==> config.mk <==
export PLATFORM = sky130hd
export DESIGN_NAME = wb_register_file
export DESIGN_NICKNAME = d
export VERILOG_FILES = /design/src/rtl/wb_register_file.sv
export SDC_FILE = /design/constraint.sdc
export NUM_CORES = 2
export LEC_CHECK = 0
export BUFFER_PORTS_ARGS = -buffer_cell sky130_fd_sc_hd__buf_2
export CORE_MARGIN = 10
export CORE_UTILIZATION = 35
export CTS_CLUSTER_SIZE = 40
export DETAILED_ROUTE_END_ITERATION = 10
export GPL_TIMING_DRIVEN = 0
export SLEW_MARGIN = 30
export SYNTH_ARGS = -nofsm -noshare
export SYNTH_HDL_FRONTEND = slang
export SYNTH_SLANG_ARGS = --single-unit
==> constraint.sdc <==
create_clock -name clk_i -period 5.6 [get_ports clk_i]
set_input_delay 0.56 -clock clk_i [delete_from_list [all_inputs] [get_ports clk_i]]
set_output_delay 0.56 -clock clk_i [all_outputs]
set_load 0.02 [all_outputs]
==> src/rtl/wb_register_file.sv <==
// rtl/wb_register_file.sv - write-back stage register file with MemToReg select and same-cycle bypass
// 32 GPRs, r0 hardwired to zero, two bypassed ID read ports, one raw debug port, retired-write counter.
module wb_register_file #(
    parameter int DATA_W = 32,
    parameter int ADDR_W = 5,
    parameter int CNT_W  = 32
) (
    input  logic              clk_i,
    input  logic              rst_n_i,
    input  logic              RegWrite_i,
    input  logic              MemToReg_i,
    input  logic [DATA_W-1:0] ReadData_i,
    input  logic [DATA_W-1:0] ALUResult_i,
    input  logic [ADDR_W-1:0] RegDst_i,
    input  logic [ADDR_W-1:0] RSaddr_i,
    input  logic [ADDR_W-1:0] RTaddr_i,
    input  logic [ADDR_W-1:0] DbgAddr_i,
    output logic [DATA_W-1:0] RSdata_o,
    output logic [DATA_W-1:0] RTdata_o,
    output logic [DATA_W-1:0] DbgData_o,
    output logic [DATA_W-1:0] WBdata_o,
    output logic [CNT_W-1:0]  WBcount_o
);

    localparam int NREG = 2 ** ADDR_W;

    logic [DATA_W-1:0] regs_q [NREG];
    logic [CNT_W-1:0]  count_q;
    logic [CNT_W-1:0]  count_d;
    logic [DATA_W-1:0] wb_data;
    logic              commit_en;
    logic [NREG-1:0]   wr_sel;
    logic              rs_bypass;
    logic              rt_bypass;
    logic [DATA_W-1:0] rs_array;
    logic [DATA_W-1:0] rt_array;

    assign wb_data   = MemToReg_i ? ReadData_i : ALUResult_i;
    assign commit_en = RegWrite_i && (RegDst_i != '0);

    // Decode is gated by RegWrite_i first, so X on the data/index inputs of a bubble cannot select a register.
    always_comb begin
        wr_sel = '0;
        for (int i = 0; i < NREG; i++) begin
            wr_sel[i] = commit_en && (RegDst_i == ADDR_W'(i));
        end
    end

    always_comb begin
        count_d = count_q;
        if (commit_en) begin
            count_d = count_q + CNT_W'(1);
        end
    end

    always_ff @(posedge clk_i or negedge rst_n_i) begin
        if (!rst_n_i) begin
            for (int i = 0; i < NREG; i++) begin
                regs_q[i] <= '0;
            end
            count_q <= '0;
        end else begin
            for (int i = 0; i < NREG; i++) begin
                if (wr_sel[i]) begin
                    regs_q[i] <= wb_data;
                end
            end
            count_q <= count_d;
        end
    end

    always_comb begin
        rs_array  = (RSaddr_i == '0)  ? '0 : regs_q[RSaddr_i];
        rt_array  = (RTaddr_i == '0)  ? '0 : regs_q[RTaddr_i];
        DbgData_o = (DbgAddr_i == '0) ? '0 : regs_q[DbgAddr_i];
    end

    // Bypass is masked during reset so a pending write cannot leak onto the read ports.
    assign rs_bypass = rst_n_i && commit_en && (RSaddr_i == RegDst_i);
    assign rt_bypass = rst_n_i && commit_en && (RTaddr_i == RegDst_i);

    assign RSdata_o  = rs_bypass ? wb_data : rs_array;
    assign RTdata_o  = rt_bypass ? wb_data : rt_array;
    assign WBdata_o  = wb_data;
    assign WBcount_o = count_q;

endmodule

==> flow_summary_export.csv <==
group,metric,value,unit
critical_path,arrival,4.95,ns
yosys,synth.yosys.seq_area_share,41.9,%
power_and_ir_drop,powerDensity,389,mW/mm²
critical_path,path_cells,"dlygate4sd3_1 > buf_12 > buf_16 > buf_16 > nand2_1 > nor4_1 > nand2_1 > nand2_1 > clkbuf_1 > o221ai_1 > buf_2",
sta,tns,0,ns
routing,route.vias.total,56200,
routing,viasPerCell,6.64,
power_and_ir_drop,comb_power_share,30.3,%
critical_path,cp_num_buf_inv,6,
clock_tree,clkTransAtPathRegs,0.06,ns
place,dp_slack,0.489,ns
sta,maxSlewViolCount,0,
power_and_ir_drop,p_leak,29.7,nW
global_routing,grt_overflow,0,
floorplanning,fp.dieW,444,µm
critical_path,r2r_cells,5,
global_routing,grt_pass1_vias,53700,
critical_path,cp_num_cells,11,
sta,period_minus_slack,5.51,ns
yosys,synth_cell_type_count,56,
final_layout,area_growth,15.2,%
power_and_ir_drop,p_clk_share,30.6,%
floorplanning,ios,248,
routing,drtIter0Drc,10300,
routing,wirelength,326000,µm
clock_tree,numCtsBuffers,114,
yosys,syn_area_per_cell,11.2,µm²
clock_tree,cts.sinks,1056,
yosys,ys_warn_count,0,
sta,setup_viol,0,
final_layout,layout-drive-gt1-share,25.9,%
routing,drtAntennaViolNets,0,
clock_tree,tritoncts,"yes",
floorplanning,die_h,444,µm
critical_path,slowest_delay,0.58,ns
critical_path,worstSetupStartpointType,"input pin",
routing,drt_drc_violations_left,0,
sta,max_freq,181,MHz
sta,finalClockSkew,0.0106,ns
power_and_ir_drop,max-vdd-ir-drop,0.000271,V
yosys,synthCells,5615,
final_layout,instances_no_fill,8467,
global_routing,antenna_found_initial,18,
power_and_ir_drop,pwr-share-seq,39.1,%
min_path,min_path_cells,3,
yosys,synth_edf_count,0,
yosys,async_flop_share,100,%
clock_tree,clock_tree.root_cell,"clkbuf_16",
clock_tree,postCtsSetupBuffers,0,
final_layout,post-route-cell-area,0.0726,mm²
place,place_congestion,1.04,
critical_path,critPathTopFamily,"buffers and inverters",
floorplanning,dieArea,0.197,mm²
sta,tightestPinTransition,1.16,ns
power_and_ir_drop,power.internal,18.1,mW
clock_tree,htreeDepth,3,
sta,finalCritPeriodShare,98.4,%
yosys,synth_flop_cell,"dfrtp_1",
floorplanning,start_util,35.2,%
global_routing,grt_pass1_wl,442000,µm
power_and_ir_drop,switching_share,36.0,%
clock_tree,clock_latency,0.77,ns
sta,finalHoldViolCount,0,
sta,timing.final.ws_setup,0.0890,ns
yosys,ys_seq_elements,1056,
routing,wl_per_cell,38.5,µm
routing,drt_first_pass_iters,8,
critical_path,cpMostUsedCell,"nand2_1",
floorplanning,rows,155,
critical_path,end_kind,"output port",
global_routing,gr-usage-all-layers,32.0,%
min_path,hold_class,"input pin to flop",
place,place_area,0.0683,mm²
global_routing,grt_max_degree,123,
power_and_ir_drop,power_switching,10.1,mW
sta,grt_setup_unrepaired,"false",
critical_path,required,5.04,ns
yosys,syn-num-nets,5704,
run_status,status,"finished clean",
place,post-dp-hpwl,252000,µm
critical_path,critPathMaxFanout,117,
place,dp.cells,8236,
final_layout,layout.nets,6088,
yosys,netlist_area,0.0630,mm²
sta,slew_headroom,21.6,%
place,port_buffers,236,
floorplanning,core,0.179,mm²
critical_path,critical_path.slowest_cell,"dlygate4sd3_1",
clock_tree,cts_buffer_depth,3,
critical_path,critPathKind,"input pin to output port",
job,cap_violations,0,
worst register-to-register path: stages (launching register included):
cell     delay [ns]
dfrtp_1        0.49
nand4_1        0.20
nor3_1         0.43
nand4_1        0.48
nor4_1         0.39
xor2_1         0.17
power groups by stage:
stage / Combinational [mW] / Sequential [mW] / Clock, mW
floorplan: 5.21 / 10.5 / 0
global placement: 7.92 / 10.9 / 0
detailed placement: 8.14 / 11.0 / 0
CTS: 8.18 / 10.9 / 8.60
global route: 8.81 / 11.2 / 8.90
finish: 8.55 / 11.0 / 8.63
routing by layer:
| metal | vias to the layer above | track usage, % | share of wire [%] | wire [µm] |
|---|---|---|---|---|
| met3 | 1179 | 10.9 | 13 | 42500 |
| met1 | 28600 | 38.1 | 34 | 111000 |
| met4 | 10 | 26.5 | 10 | 33000 |
| met2 | 4724 | 46.5 | 43 | 139000 |
| met5 | - | 0.439 | 0.057 | 187 |
| li1 | 21700 | - | - | - |
cell type report:
cell class	instances	area, µm²
sequential	1056	26400
clock inverter	51	806
multi-input combinational	3833	33900
inverter	103	387
fill	17300	106000
clock buffer	163	3350
tap	2355	2950
timing repair buffer	268	1920
antenna	15	37.5
buffer	623	2750
cell families after synthesis:
| family | synth area share, % |
|---|---|
| AOI/OAI and AO/OA | 13.2 |
| and+or+nand+nor | 8.37 |
| DFF | 41.9 |
| muxes | 31.1 |
| buffers and inverters | 4.81 |
| xor gates and xnor gates | 0.570 |
| adders and majority gates | 0.0199 |
what timing repair did:
action                                  4_1_cts  5_1_grt
endpoints found under the setup margin        0        5
hold buffers                                  2        0
hold endpoints to repair                     38        0
gates resized for setup                       0        4
layout by cell type, fill, tap and decap left out, types with 8 or more instances in the layout:
master	n
dfrtp_1	1056
mux4_2	766
nor2_1	689
a21oi_1	644
nand2_1	574
o21ai_0	497
clkbuf_1	412
buf_2	341
mux2i_1	133
clkbuf_16	116
inv_1	103
clkbuf_2	68
o22ai_1	63
a22oi_1	63
mux2_2	63
a211oi_1	33
o211ai_1	31
a221o_1	31
o221ai_1	31
a2111oi_2	29
clkbuf_8	27
buf_4	26
mux2i_4	26
xor2_1	21
clkinv_2	21
xnor2_1	20
bufinv_16	20
buf_16	20
buf_1	19
diode_2	15
buf_6	14
o21ai_1	13
nor3_1	12
nand2b_1	10
nor2b_1	10
and2_1	8
nor2_2	8
buf_8	8
worst paths after layout:
path                                  from            end  slack [ns]
setup / recovery                   rst_n_i   RTdata_o[15]        0.09
hold / removal             ALUResult_i[10]    regs_q[970]        0.22
setup reg to reg              WBcount_o[9]  WBcount_o[25]        3.36
hold reg to reg              WBcount_o[31]  WBcount_o[31]        0.49
max in group asynchronous          rst_n_i    regs_q[666]        3.12
min in group asynchronous          rst_n_i     regs_q[35]        0.39
stage by stage:
step           hold slack (ns)  utilization, %  power (mW)
2_1_floorplan            0.264               -        15.7
3_3_place_gp             0.454            37.5        18.8
3_5_place_dp             0.437            38.2        19.2
4_1_cts                  0.199            40.5        27.7
5_1_grt                  0.267            40.6        28.9
6_report                 0.217            40.6        28.2
cell usage after synthesis, types with 12 or more instances:
| cell type | count | area, µm² |
|---|---|---|
| mux4_2 | 766 | 17300 |
| a2111oi_2 | 29 | 435 |
| mux2i_1 | 165 | 1650 |
| o211ai_1 | 31 | 233 |
| o22ai_1 | 63 | 394 |
| buf_2 | 95 | 475 |
| xor2_1 | 21 | 184 |
| dfrtp_1 | 1056 | 26400 |
| nor2_1 | 697 | 2620 |
| nand2_1 | 574 | 2150 |
| nor3_1 | 12 | 60.1 |
| xnor2_1 | 20 | 175 |
| a21oi_1 | 644 | 3220 |
| mux2_2 | 63 | 709 |
| a221o_1 | 31 | 310 |
| buf_6 | 13 | 146 |
| clkbuf_1 | 457 | 1720 |
| inv_1 | 103 | 387 |
| o21ai_0 | 498 | 2490 |
| buf_4 | 24 | 180 |
| buf_1 | 33 | 124 |
| a211oi_1 | 33 | 248 |
| a22oi_1 | 63 | 473 |
| o221ai_1 | 31 | 272 |
| o21ai_1 | 12 | 60.1 |
flip-flops by register name, indices dropped and copies added, names as in the netlist:
name       cells
WBcount_o     32
regs_q      1024
No activity file was read; power rests on OpenSTA's default activity.
